--- config.mk ---
export PLATFORM = sky130hd
export DESIGN_NAME = pc_next_unit
export DESIGN_NICKNAME = d
export VERILOG_FILES = /design/src/rtl/pipe_pkg.sv /design/src/rtl/pc_prio_enc.sv /design/src/rtl/pc_next_unit.sv
export SDC_FILE = /design/constraint.sdc
export NUM_CORES = 1
export LEC_CHECK = 0
export ABC_AREA = 1
export BUFFER_PORTS_ARGS = -buffer_cell sky130_fd_sc_hd__buf_2
export CORE_UTILIZATION = 44
export CTS_CLUSTER_DIAMETER = 120
export CTS_CLUSTER_SIZE = 25
export DETAILED_ROUTE_END_ITERATION = 6
export PLACE_DENSITY = 0.69
export SYNTH_ARGS = -nofsm -noshare
export SYNTH_HDL_FRONTEND = slang
export SYNTH_SLANG_ARGS = --single-unit
--- constraint.sdc ---
create_clock -name clk -period 2 [get_ports clk]
set_input_delay 0 -clock clk [delete_from_list [all_inputs] [get_ports clk]]
set_output_delay 0 -clock clk [all_outputs]
set_load 0.005 [all_outputs]
--- src/rtl/pipe_pkg.sv ---
// Shared pipeline definitions: next-PC FSM states and default PC constants.
package pipe_pkg;

  typedef enum logic [1:0] {
    ST_BOOT,
    ST_RUN,
    ST_PEND
  } pc_state_e;

  localparam logic [31:0] DEFAULT_RESET_PC = 32'h0000_0000;
  localparam int unsigned DEFAULT_INC      = 4;

endpackage

--- src/rtl/pc_prio_enc.sv ---
// Fixed-priority encoder: request 0 has highest priority.
module pc_prio_enc #(
  parameter int NSRC = 3,
  parameter int IW   = (NSRC > 1) ? $clog2(NSRC) : 1
) (
  input  logic [NSRC-1:0] req,
  output logic            any,
  output logic [IW-1:0]   index
);

  always_comb begin
    any   = |req;
    index = '0;
    // Scan from lowest priority upward so the lowest set index wins last.
    for (int unsigned i = NSRC; i > 0; i--) begin
      if (req[i-1]) index = IW'(i - 1);
    end
  end

endmodule

--- src/rtl/pc_next_unit.sv ---
// Next-PC unit: fetch PC register with prioritised redirects, boot hold,
// stall support and a pending-redirect latch for redirects seen under stall.
module pc_next_unit
  import pipe_pkg::*;
#(
  parameter int               WIDTH       = 32,
  parameter int               NSRC        = 3,
  parameter int unsigned      INC         = DEFAULT_INC,
  parameter logic [WIDTH-1:0] RESET_PC    = WIDTH'(DEFAULT_RESET_PC),
  parameter int unsigned      BOOT_CYCLES = 1,
  localparam int              SW          = (NSRC > 1) ? $clog2(NSRC) : 1
) (
  input  logic                  clk,
  input  logic                  reset,
  input  logic                  stall,
  input  logic [NSRC-1:0]       redir_valid,
  input  logic [NSRC*WIDTH-1:0] redir_target,
  output logic [WIDTH-1:0]      pc,
  output logic                  pc_valid,
  output logic                  redir_taken,
  output logic [SW-1:0]         redir_src,
  output logic                  pending
);

  localparam int CW = $clog2(BOOT_CYCLES + 1);

  pc_state_e        state_q, state_d;
  logic [WIDTH-1:0] pc_q, pc_d;
  logic             taken_q, taken_d;
  logic [SW-1:0]    src_q, src_d;
  logic [WIDTH-1:0] lat_tgt_q, lat_tgt_d;
  logic [SW-1:0]    lat_idx_q, lat_idx_d;
  logic [CW-1:0]    cnt_q, cnt_d;

  logic             win_any;
  logic [SW-1:0]    win_idx;
  logic [WIDTH-1:0] win_tgt;

  pc_prio_enc #(
    .NSRC (NSRC),
    .IW   (SW)
  ) u_prio (
    .req   (redir_valid),
    .any   (win_any),
    .index (win_idx)
  );

  always_comb begin
    win_tgt = '0;
    for (int unsigned i = 0; i < NSRC; i++) begin
      if (SW'(i) == win_idx) win_tgt = redir_target[i*WIDTH +: WIDTH];
    end
  end

  always_comb begin
    state_d   = state_q;
    pc_d      = pc_q;
    taken_d   = 1'b0;
    src_d     = src_q;
    lat_tgt_d = lat_tgt_q;
    lat_idx_d = lat_idx_q;
    cnt_d     = cnt_q;
    unique case (state_q)
      ST_BOOT: begin
        cnt_d = cnt_q - CW'(1);
        if (cnt_q <= CW'(1)) state_d = ST_RUN;
      end
      ST_RUN: begin
        if (!stall) begin
          if (win_any) begin
            pc_d    = win_tgt;
            taken_d = 1'b1;
            src_d   = win_idx;
          end else begin
            pc_d = pc_q + WIDTH'(INC);
          end
        end else if (win_any) begin
          lat_tgt_d = win_tgt;
          lat_idx_d = win_idx;
          state_d   = ST_PEND;
        end
      end
      ST_PEND: begin
        if (stall) begin
          if (win_any) begin
            lat_tgt_d = win_tgt;
            lat_idx_d = win_idx;
          end
        end else begin
          // A live redirect on release is newer than the latched one.
          taken_d = 1'b1;
          state_d = ST_RUN;
          if (win_any) begin
            pc_d  = win_tgt;
            src_d = win_idx;
          end else begin
            pc_d  = lat_tgt_q;
            src_d = lat_idx_q;
          end
        end
      end
      default: state_d = ST_BOOT;
    endcase
  end

  always_ff @(posedge clk) begin
    if (reset) begin
      state_q   <= ST_BOOT;
      pc_q      <= RESET_PC;
      taken_q   <= 1'b0;
      src_q     <= '0;
      lat_tgt_q <= '0;
      lat_idx_q <= '0;
      cnt_q     <= CW'(BOOT_CYCLES);
    end else begin
      state_q   <= state_d;
      pc_q      <= pc_d;
      taken_q   <= taken_d;
      src_q     <= src_d;
      lat_tgt_q <= lat_tgt_d;
      lat_idx_q <= lat_idx_d;
      cnt_q     <= cnt_d;
    end
  end

  assign pc          = pc_q;
  assign pc_valid    = (state_q != ST_BOOT);
  assign redir_taken = taken_q;
  assign redir_src   = src_q;
  assign pending     = (state_q == ST_PEND);

endmodule

Word-level counts from Yosys, hierarchy flattened:

Index checks and enable logic that the tools add are counted.

* add/subtract/negate cells: 2
* reductions and logical operators: 10
* magnitude comparators: 1
* equal/unequal tests: 9
* multiplexer cells: 25

Operators by type and width (number)
* 32-bit 2-to-1 mux: 7
* 32-bit case mux with 2 select lines: 1
* 32-bit by 3-bit adder with 32-bit output (second input constant): 1
* 2-bit 2-to-1 mux: 11
* 2-bit != test (second input constant): 4
* 4-bit AND reduction: 2
* 2-bit case mux with 3 select lines: 1
* 2-bit logical NOT: 2
* 2-bit case mux with 2 select lines: 1
* 2-bit nonzero test: 2
* 1-bit 2-to-1 mux: 3
* 3-bit AND reduction: 1
* 3-bit OR reduction: 1
* 1-bit by 2-bit equality test with 1-bit output (first input constant): 1
* 2-bit by 1-bit equality test with 1-bit output (second input constant): 1
* 2-bit equality test (first input constant): 1
* 2-bit equality test (second input constant): 1
* 2-bit by 1-bit != test with 1-bit output (second input constant): 1
* 1-bit case mux with 2 select lines: 1
* 2-bit AND reduction: 1
* 2-bit OR reduction: 1
* 1-bit less-or-equal comparator (second input constant): 1
* 1-bit subtractor (second input constant): 1

* bits of input ports: 102
* bits in registers: 72
* word-level logic and storage cells: 54
* output and inout bits: 37

Depth between registers and ports, before layout:

Gate-level depths: netlist of the first run.

* depth after elaboration: 10
* mapped depth: 10
* mapped depth without buffers: 10

Cells and area by module:

From an unflattened synthesis of the first run, not the netlist that was laid out.

* cell total of the unflattened synthesis: 727
* area, all modules: 4618.2 um^2

Modules (own cells, without submodules)
* pc_next_unit: sequential area each 1421.4 um^2, instances 1, area an instance 4586.9 um^2, cells each 720
* pc_prio_enc: sequential area each 0.0 um^2, instances 1, area an instance 31.3 um^2, cells each 7

Worst setup path before layout of the first run:

OpenSTA, ideal clock, no wires.

* path type: reg-to-reg
* start point: register pc_q[2] (netlist: pc[2])
* end point: register pc_q[26] (netlist: pc[26])
* required time: 1881 ps
* period minus slack after synthesis: 1539 ps
* setup slack: 461 ps
* cell stages (with the launch flop): 11
* arrival time: 1420 ps
* path buffers: 0
* library setup time: 119 ps
* path through: dfxtp_1 -> ha_1 -> nand2_1 -> nor2_2 -> nand2_1 -> nor2_1 -> nand2_1 -> nor2_1 -> nand2_1 -> nand3_1 -> a21oi_1

* cells in the longest elaborated chain, start to end: 4

Ends and longest elaborated chain
* start: declaration: RTL line pc_next_unit.sv:28 `logic [WIDTH-1:0] pc_q, pc_d;`
* start signal: assignment: RTL line pc_next_unit.sv:117 `pc_q <= pc_d;`
* 32-bit by 3-bit adder with 32-bit output: RTL line pc_next_unit.sv:75 `pc_d = pc_q + WIDTH'(INC);`
* 32-bit 2-to-1 mux: RTL line pc_next_unit.sv:70 `if (win_any) begin`
* 32-bit 2-to-1 mux: RTL line pc_next_unit.sv:69 `if (!stall) begin`
* 32-bit case mux with 2 select lines: RTL line pc_next_unit.sv:63 `unique case (state_q)`

Every way passes these cells. The select of a mux whose other input is x is not followed.
A chain may end at the register's enable or synchronous reset.

Worst setup path in the final report of the first run:

* start point: register state_q[0]
* end point: register pc_q[6] (netlist: pc[6])

* cells in the longest elaborated chain, start to end: 3
* elaborated cells on any way between the ends: 7
* classes of those cells: 4 x eq/ne; 1 x mux; 2 x reduce/logical

Ends and longest elaborated chain
* start: declaration: RTL line pc_next_unit.sv:27 `pc_state_e state_q, state_d;`
* start signal: assignment: RTL line pc_next_unit.sv:116 `state_q <= state_d;`
* 2-bit by 1-bit equality test with 1-bit output or 2-bit equality test (tied branches): RTL line pc_next_unit.sv:63
* 2-bit != test (no line) or 2-bit nonzero test (tied branches)
* 3-bit AND reduction (no line)

Several ways; a longest one is shown, not always the timed one.

==> results of run 1 <==
==> worst max-delay path, stage by stage (launching register included) <==
cell and delay, ns:
dfxtp_1 0.32, inv_1 0.09, ha_1 0.31, nand2_1 0.11, nand2_1 0.12, buf_12 0.23, inv_1 0.21, o22ai_1 0.18
a21oi_1 0.08
==> cell usage in the layout (no fill, tap or decap), types with 3 or more instances in the layout <==
cell / count
buf_2: 138
nor2_1: 70
o211ai_1: 7
buf_4: 14
o211ai_2: 21
a21oi_1: 78
o21ai_0: 39
nand4_1: 7
or2_1: 6
inv_2: 25
nand2_1: 266
o22ai_1: 3
nand3_1: 70
dfxtp_1: 71
ha_1: 4
buf_12: 3
nand2_2: 4
nor2_4: 4
nor2_2: 10
clkbuf_8: 9
inv_1: 39
xor2_1: 4
o21ai_1: 3
==> cells by family after synthesis <==
group | after synthesis | share of synthesized area [%]
AOI/OAI and AO/OA | 159 | 20.6
DFF | 71 | 29.3
buffers and inverters | 104 | 9.72
and+or+nand+nor | 443 | 38.6
adders and majority gates | 4 | 1.03
xor gates and xnor gates | 4 | 0.722
==> flip-flops by register name, summed over array words and instances (netlist names) <==
| signal | count |
|---|---|
| lat_idx_q | 2 |
| redir_taken | 1 |
| lat_tgt_q | 32 |
| state_q | 2 |
| redir_src | 2 |
| pc | 32 |
==> where the power goes <==
group / total, mW / internal [mW] / leakage (nW) / switching (mW)
Clock: 1.20 / 0.589 / 0.0964 / 0.611
Combinational: 2.04 / 0.823 / 1.92 / 1.21
Sequential: 2.13 / 1.77 / 0.580 / 0.364
Total: 5.37 / 3.18 / 2.60 / 2.19
==> cell type report <==
class | instances | area [um2] | share of cell area [%]
well taps | 136 | 170 | 2.90
inverters | 64 | 240 | 4.10
flip-flops and latches | 71 | 1420 | 24.3
repair buffers | 156 | 866 | 14.8
clock inverters | 7 | 80.1 | 1.37
clock buffers | 9 | 124 | 2.11
multi-input cells | 610 | 2960 | 50.5
==> metal layers <==
metal / global-route usage (%) / up-vias / share of wire [%]
met2: 39.0 / 203 / 43
met1: 38.9 / 2374 / 50
met3: 3.10 / 10 / 6.6
li1: - / 2815 / -
met5: 0 / - / 0
met4: 6.16 / 0 / 0.82
==> worst max path at each step <==
stage	from	to	slack (ns)	cells past startpoint
floorplan	pc[2]	pc[26]	0.46	10
global placement	pc[3]	pc[26]	0.28	10
detailed placement	state_q[0]	pc[6]	0.26	8
CTS	pc[3]	pc[26]	0.24	10
global route	pc[3]	pc[26]	0.07	10
finish	state_q[0]	pc[6]	0.22	8
==> stage by stage <==
stage,cells,instance area (um2),hold WS (ns),power [mW]
2_1_floorplan,785,4850,0.194,3.40
3_3_place_gp,1036,5650,0.353,4.16
3_5_place_dp,1036,5650,0.356,4.18
4_1_cts,1053,5860,0.0233,5.37
5_1_grt,1053,5860,0.0545,5.78
6_report,1053,5860,0.0249,5.37
==> repair_timing <==
action / in CTS / in global routing
hold buffers: 1 / 0
endpoints found under the hold margin: 1 / 0
resized for setup: 0 / 0
==> results.tsv, run 1 <==
stage	metric	value	unit
clock_network	clockBufferDepth	2	
logic_synthesis	yosys-top-cells-area	dfxtp_1, nand2_1, a21oi_1, nand3_1, nor2_1	
clock_network	cts.sinks	71	
detailed_routing	drc	0	
logic_synthesis	ys_ff_latch	71	
floorplanning	ios	139	
grt	grt-ovfl-total	0	
detailed_routing	routed_wl	14400	um
floorplanning	die_x	107	um
critical_path	reg2reg_slack	0.22	ns
logic_synthesis	async_flop_share	0	%
final_layout	antenna_cells	0	
clock_network	h-tree-depth	3	
detailed_routing	drtPass1Iterations	6	
critical_path	worstSetupPathType	flop to flop	
sta	hold_viol	0	
critical_path	r2r_end	pc[6]	
sta	fin_crit_sh	88.8	%
floorplanning	rows	37	
clock_network	clkTransAtPathRegs	0.09	ns
worst_hold_path	hold_start	redir_target[65]	
detailed_routing	num_vias	5402	
worst_hold_path	whs_endpoint	pc[1]	
grt	grt_pass1_wl	23500	um
placement	io_buffers	138	
logic_synthesis	synth_common_cells	nand2_1, a21oi_1, dfxtp_1, nand3_1, nor2_1	
grt	antenna_found_initial	0	
sta	setup_tns	0	ns
detailed_routing	routed_via_density	5.13	
power	leakage	2.60	nW
logic_synthesis	synth-seq-area-share	29.3	%
critical_path	cp-start-kind	flop	
logic_synthesis	ys.flop_type	dfxtp_1	
placement	preCtsSetupSlack	0.256	ns
logic_synthesis	synth_nets	891	
clock_network	numCtsBuffers	9	
logic_synthesis	avgSynthCellArea	6.18	um2
sta	relSlewSlack	61.7	%
sta	setup_viol	0	
clock_network	clock_latency	0.35	ns
worst_hold_path	worstHoldPathType	input port to flop	
placement	dp_hpwl	11100	um
outcome	outcome	completed	
logic_synthesis	synth_cell_types	33	
critical_path	worstPathArrival	2.02	ns
sta	slew_viol_final	0	
final_layout	utilization	55.8	%
grt	grt_pass1_vias	4691	
clock_network	cts_tree	yes	
floorplanning	core_area	0.0105	mm2
power	ir_worst_vdd	0.379	mV
critical_path	rr_startpoint	state_q[0]	
critical_path	cp.required	2.24	ns
sta	clock-skew-final	0.0106	ns
logic_synthesis	syn_area	0.00485	mm2
worst_hold_path	hold_depth	3	
final_layout	drive_gt1_share	26.2	%
detailed_routing	dr.first_iter.drc_count	468	
clock_network	clockRootBuffer	clkbuf_8	
sta	tightest_slew	0.573	ns
critical_path	worstPathMaxFanout	54	
sta	rsz0062_at_grt	false	
logic_synthesis	postSynthCellCount	785	
placement	routabilityCongestion	0.915	
grt	grt_max_degree	55	
sta	fin_ws	0.224	ns
clock_network	post_cts_buffers	0	
floorplanning	die_h	107	um
logic_synthesis	synth_area_leader_cell	dfxtp_1	
logic_synthesis	yosysWarnings	0	
critical_path	end_kind	flop	
logic_synthesis	synth_edf_count	0	
final_layout	final_nets	1018	
job	maxCapViolCount	0	
detailed_routing	avgRoutedWirePerCell	13.7	um
logic_synthesis	yosysMostFrequentCell	nand2_1	
floorplanning	start_util	46.2	%
final_layout	fillCellCount	1109	
power	power_density	916	mW/mm2
floorplanning	die-area	0.0114	mm2
final_layout	synthToLayoutAreaGrowth	20.8	%
grt	grtUsageTotal	25.9	%
sta	period_minus_slack	1.78	ns
critical_path	reg2reg_depth	8	
detailed_routing	ant_nets	0	
logic_synthesis	yosysTopAreaCellShare	29.3	%
sta	fmax	563	MHz
No activity file was read; power rests on OpenSTA's default activity.
==> inputs of run 2 (changes only) <==
- CORE_UTILIZATION: 44 -> 53
- CTS_CLUSTER_DIAMETER: 120 -> 200
- PLACE_DENSITY: 0.69 -> 0.81
==> run 2 against run 1 <==
Net effect: the run now ends with design-rule violations left; first-iteration DRC count shrank 7.7%; final cell count decreased by 2.8%; global-route usage up 5.6 points; critical endpoint is now pc[12].
==> results.tsv, run 2 (synthesis gave the netlist of run 1 again) <==
stage	metric	value	unit	change
outcome	outcome	finished with violations		
outcome	violations	design-rule violations		
detailed_routing	routed_wl	14800	um	+2.6%
sta	setup_viol	0		unchanged
power	finalPower	5.38	mW	+0.16%
grt	grtUsageMet3	4.82	%	+1.7 points
critical_path	crit_top_cell	nand2_1		
critical_path	cp_slowest_cell	dfxtp_1		
critical_path	cp.buffers_inverters	2		-1
final_layout	antenna_cells	0		unchanged
sta	fin_ws	0.133	ns	-0.0916 ns
sta	hold_viol	0		unchanged
grt	grt-ovfl-total	0		unchanged
power	leakage	2.59	nW	-0.47%
sta	setup_tns	0	ns	unchanged
final_layout	regArea	0.00142	mm2	about the same
final_layout	final_common_cell	nand2_1		
floorplanning	rows	34		-8.1%
clock_network	cts_tree	yes		
floorplanning	die_h	97.7	um	-8.7%
power	internal_power	3.19	mW	+0.14%
sta	clock-skew-final	0.0123	ns	+0.00174 ns
sta	fmax	536	MHz	-4.9%
grt	grt_max_degree	59		+7.3%
critical_path	end_kind	flop		
sta	hold_slack	0.0324	ns	+0.00748 ns
floorplanning	die_x	97.7	um	-8.7%
final_layout	fillCellCount	788		-29%
power	power.share.sequential	40.2	%	+0.5 points
clock_network	h-tree-depth	3		unchanged
power	ir_worst_vdd	0.394	mV	+4.0%
final_layout	synthToLayoutAreaGrowth	20.1	%	
clock_network	clockBufferDepth	2		unchanged
placement	io_buffers	138		unchanged
floorplanning	ios	139		unchanged
sta	slew_viol_final	0		unchanged
sta	period_minus_slack	1.87	ns	+0.0916 ns
detailed_routing	ant_nets	0		unchanged
grt	busiest_layer	met2		
critical_path	cp.required	2.22	ns	-0.02 ns
clock_network	clkTransAtPathRegs	0.08	ns	about the same
detailed_routing	routed_via_density	5.52		+7.6%
clock_network	cts.sinks	71		unchanged
grt	grtUsageTotal	31.5	%	+5.6 points
critical_path	worstPathCellList	inv_1 -> ha_1 -> nand2_1 -> nand2_2 -> buf_12 -> nand2_1 -> nor2_1 -> a21oi_1		
grt	grt_util_met1	46.3	%	+7.4 points
placement	routabilityCongestion	0.923		+0.90%
critical_path	slowest_delay	0.32	ns	about the same
job	maxCapViolCount	0		unchanged
sta	relSlewSlack	59.4	%	-2.3 points
power	p_sw	2.19	mW	+0.19%
floorplanning	start_util	55.1	%	+8.9 points
critical_path	crit_start	state_q[0]		
critical_path	worstPathMaxFanout	42		-22%
floorplanning	die-area	0.00954	mm2	-17%
power	p_clk_share	20.6	%	-1.7 points
power	p_sw_share	40.8	%	about the same
power	power_density	923	mW/mm2	+0.74%
worst_hold_path	worstHoldPathType	input port to flop		
placement	preCtsSetupSlack	0.137	ns	-0.119 ns
critical_path	worstSetupPathType	flop to flop		
critical_path	worstPathArrival	2.09	ns	+0.07 ns
final_layout	multi_input_area	0.00297	mm2	+0.55%
grt	grt_pass1_wl	24300	um	+3.4%
detailed_routing	drc	12		+12
power	comb_power_share	39.2	%	+1.3 points
floorplanning	core_area	0.00881	mm2	-16%
final_layout	layout_common_cells	nand2_1, buf_2, a21oi_1, nand3_1, dfxtp_1		
final_layout	final_nets	1017		-0.098%
grt	grt_pass1_vias	5027		+7.2%
critical_path	rr_startpoint	state_q[0]		
sta	rsz0062_at_grt	false		
grt	grtUsageMet2	47.5	%	+8.5 points
clock_network	numCtsBuffers	9		unchanged
critical_path	crit_family	simple AND/OR/NAND/NOR gates		
detailed_routing	dr.first_iter.drc_count	432		-7.7%
final_layout	drive_gt1_share	26.2	%	+0.029 points
clock_network	clock_latency	0.34	ns	about the same
worst_hold_path	hold_start	redir_target[64]		
sta	tightest_slew	0.607	ns	+0.0341 ns
grt	antenna_found_initial	0		unchanged
detailed_routing	avgRoutedWirePerCell	14.5	um	+5.5%
detailed_routing	drtPass1Iterations	7		+1
detailed_routing	num_vias	5653		+4.6%
placement	dp_hpwl	11100	um	-0.12%
critical_path	cp-start-kind	flop		
clock_network	clockRootBuffer	clkbuf_8		
sta	fin_crit_sh	93.4	%	+4.6 points
run 2: changes by cell type in the layout (fill, tap and decap cells not counted), sizes merged:
cell	change
clkbuf	+2
buf	-2
inv	-2
nor2	+1
run 2: per-stage QoR:
step	utilization [%]	instance area, um2	cells
floorplan	-	4850	785
global placement	63.7	5610	1006
detailed placement	63.7	5610	1006
CTS	66.0	5810	1023
global route	66.2	5830	1024
finish	66.2	5830	1024
run 2: timing repair:
action	4_1_cts	5_1_grt
gates resized for setup	0	4
setup buffers	0	0
hold endpoints to repair	1	0
endpoints found under the setup margin	0	21
hold buffers	1	0
run 2: area by class of cell:
| class | count | area share (%) |
|---|---|---|
| clock inverter | 5 | 1.01 |
| inverter | 64 | 4.12 |
| multi-input combinational | 611 | 51.1 |
| timing repair buffer | 154 | 14.8 |
| clock buffer | 11 | 2.26 |
| sequential | 71 | 24.4 |
| tap | 108 | 2.32 |
run 2: worst paths after layout:
path,to,slack (ns),cells after the start
hold / removal,pc[0],0.03,3
setup / recovery,pc[12],0.13,8
setup reg to reg,pc[12],0.13,8
hold reg to reg,redir_src[1],0.46,2
run 2: power by group through the flow:
stage | Clock, mW | Sequential, mW | Combinational, mW
final | 1.11 | 2.16 | 2.11
after global routing | 1.20 | 2.20 | 2.35
after CTS | 1.13 | 2.14 | 2.07
after detailed placement | 0 | 2.17 | 2.05
after global placement | 0 | 2.16 | 2.00
after floorplan | 0 | 2.08 | 1.32
run 2: per-layer routing:
layer	vias to the layer above	wire length, um
met5	-	0
met2	296	6440
li1	2812	-
met3	26	1320
met1	2519	6800
met4	0	254
run 2: worst reg2reg max path: stages (launching register included):
cell     delay [ns]
dfxtp_1        0.32
inv_1          0.09
ha_1           0.32
nand2_1        0.13
nand2_2        0.24
buf_12         0.24
nand2_1        0.09
nor2_1         0.21
a21oi_1        0.10
==> inputs of run 3 (changes only) <==
- CORE_UTILIZATION: 53 -> 52
- SYNTH_HIERARCHICAL: unset -> 1
==> run 3 against run 2 <==
Net effect: combinational power up 14%; the flow now finishes without violations; utilization down 0.81 points; clock power up 22%; total power up 12%.
==> results.tsv, run 3 <==
stage	metric	value	unit	change
outcome	outcome	completed		
sta	clock-skew-final	0.0100	ns	-0.00232 ns
clock_network	clock_latency	0.36	ns	+0.02 ns
grt	grt_pass1_wl	23400	um	-3.4%
critical_path	reg2reg_slack	0.13	ns	about the same
floorplanning	die-area	0.00926	mm2	-2.9%
logic_synthesis	postSynthCellCount	727		-7.4%
sta	fin_crit_sh	93.4	%	about the same
placement	io_buffers	138		unchanged
detailed_routing	routed_wl	14600	um	-1.7%
sta	setup_viol	0		unchanged
placement	routabilityCongestion	0.855		-7.4%
floorplanning	rows	34		unchanged
sta	period_minus_slack	1.87	ns	+0.000800 ns
logic_synthesis	synth_cell_types	34		+3.0%
logic_synthesis	yosysWarnings	6		+6
critical_path	cp_slowest_cell	dfxtp_1		
sta	fmax	535	MHz	about the same
critical_path	worstSetupPathType	flop to flop		
clock_network	cts.sinks	71		unchanged
grt	antenna_found_initial	0		unchanged
logic_synthesis	async_flop_share	0	%	unchanged
detailed_routing	num_vias	5446		-3.7%
critical_path	crit_family	buffers and inverters		
final_layout	layout_common_cells	nand2_1, buf_2, nor2_1, dfxtp_1, o21ai_0		
power	leakage	2.51	nW	-3.0%
logic_synthesis	synth_edf_count	0		unchanged
sta	setup_tns	0	ns	unchanged
critical_path	cp.required	2.24	ns	+0.02 ns
placement	dp_hpwl	10600	um	-4.9%
sta	rsz0062_at_grt	false		
sta	hold_viol	0		unchanged
logic_synthesis	ys_ff_latch	71		unchanged
critical_path	slowest_delay	0.36	ns	+0.04 ns
critical_path	worstPathCellList	inv_1 -> ha_1 -> inv_2 -> nor2_4 -> inv_4 -> buf_4 -> nor2_1 -> a211oi_1 -> a21oi_1		
clock_network	h-tree-depth	3		unchanged
detailed_routing	drc	0		-12
floorplanning	core_area	0.00868	mm2	-1.4%
sta	tightest_slew	1.25	ns	+0.646 ns
grt	grt-ovfl-total	0		unchanged
detailed_routing	dr.first_iter.drc_count	296		-31%
detailed_routing	drtPass1Iterations	5		-2
logic_synthesis	yosysMostFrequentCell	nand2_1		
final_layout	synthToLayoutAreaGrowth	22.8	%	
grt	grt_max_degree	53		-10%
detailed_routing	avgRoutedWirePerCell	15.0	um	+3.6%
clock_network	clkTransAtPathRegs	0.08	ns	about the same
logic_synthesis	avgSynthCellArea	6.35	um2	+2.8%
clock_network	cts_tree	yes		
power	power_density	1070	mW/mm2	+15%
placement	placed_cell_area	0.00543	mm2	-3.2%
logic_synthesis	syn_area	0.00462	mm2	-4.8%
logic_synthesis	synth-seq-area-share	30.8	%	+1.5 points
critical_path	end_kind	flop		
worst_hold_path	worstHoldPathType	input port to flop		
floorplanning	die_h	96.2	um	-1.5%
final_layout	regArea	0.00142	mm2	about the same
logic_synthesis	synth_area_leader_cell	dfxtp_1		
logic_synthesis	synth_nets	833		-6.5%
clock_network	post_cts_buffers	0		unchanged
clock_network	clockRootBuffer	clkbuf_8		
critical_path	cp.buffers_inverters	4		+2
floorplanning	die_x	96.2	um	-1.5%
grt	grt_pass1_vias	4995		-0.64%
sta	relSlewSlack	16.4	%	-43 points
floorplanning	start_util	53.2	%	-1.9 points
floorplanning	ios	139		unchanged
critical_path	worstPathArrival	2.11	ns	+0.02 ns
detailed_routing	routed_via_density	5.61		+1.6%
logic_synthesis	synth_common_cells	nand2_1, nor2_1, dfxtp_1, o21ai_0, nand3_1		
power	ir_worst_vdd	0.807	mV	+100%
logic_synthesis	yosys-top-cells-area	dfxtp_1, nand2_1, o21ai_0, nand3_1, nor2_1		
clock_network	clockBufferDepth	2		unchanged
final_layout	multi_input_area	0.00276	mm2	-7.2%
logic_synthesis	yosysTopAreaCellShare	30.8	%	+1.5 points
sta	slew_viol_final	0		unchanged
logic_synthesis	ys.flop_type	dfxtp_1		
final_layout	drive_gt1_share	24.9	%	-1.3 points
critical_path	worstPathMaxFanout	21		-50%
clock_network	numCtsBuffers	9		unchanged
final_layout	antenna_cells	0		unchanged
job	maxCapViolCount	0		unchanged
critical_path	cp-start-kind	flop		
final_layout	final_nets	964		-5.2%
detailed_routing	ant_nets	0		unchanged
final_layout	design_area	0.00567	mm2	-2.7%
final_layout	final_common_cell	nand2_1		
grt	grtUsageTotal	32.9	%	+1.4 points
final_layout	fillCellCount	775		-1.6%
==> run 3: changes by cell type after synthesis, moves of 6 or more <==
cell,previous run,this run
a211oi_2,0,21
a21oi_1,78,53
buf_4,7,0
inv_1,39,60
inv_2,25,4
nand2_1,266,200
nor2_1,70,79
o211ai_2,21,0
o21ai_0,39,69
or2_1,6,0
==> run 3: area by class of cell <==
cell class	instances	area share, %
timing repair buffer	157	15.4
sequential	71	25.1
multi-input combinational	554	48.7
tap	108	2.38
clock buffer	11	2.67
inverter	65	4.39
clock inverter	5	1.41
==> run 3: where the power goes <==
part | internal [mW] | switching, mW
Clock | 0.768 | 0.580
Combinational | 0.975 | 1.44
Sequential | 1.88 | 0.398
==> run 3: logic make-up after synthesis <==
group	after synthesis	synth area share, %
AOI/OAI and AO/OA	168	22.8
xor gates and xnor gates	5	0.948
adders and majority gates	4	1.08
and+or+nand+nor	377	34.8
DFF	71	30.8
buffers and inverters	102	9.51
==> run 3: timing repair <==
item,CTS,global route
resized for setup,0,2
endpoints found under the hold margin,1,0
setup endpoints to repair,0,1
hold buffers,1,0
==> run 3: tightest hold or removal path, stage by stage <==
cell and delay [ns]:
buf_2 0.08, nand2_1 0.04, nand3_1 0.09, nor2_1 0.05, nor2_1 0.08
==> run 3: layer usage <==
layer  vias up  part of all wire [%]  wire length (um)  track usage (%)
li1       2667                     -                 -                -
met1      2491                    39              5700             36.6
met2       238                    50              7260             58.8
met3        50                   6.7               970             6.71
met4         0                   4.3               620             17.0
met5         -                     0                 0                0
==> run 3: path summary, 6_finish.rpt <==
check / start / endpoint / depth (start not counted)
max: state_q[0] / pc[9] / 9
min: redir_target[1] / lat_tgt_q[1] / 5
max reg2reg: state_q[0] / pc[9] / 9
min reg2reg: lat_tgt_q[16] / lat_tgt_q[16] / 2
==> run 3: through the flow <==
stage               setup WS [ns]  hold WS (ns)  std cells  power, mW  util [%]
detailed placement         0.0351         0.365        954       4.67      62.5
global route               0.0657        0.0338        971       6.45      65.3
global placement            0.199         0.363        954       4.57      62.5
finish                      0.132       0.00924        971       6.04      65.3
CTS                        0.0258       0.00707        971       6.02      65.3
floorplan                   0.505         0.211        727       3.81         -
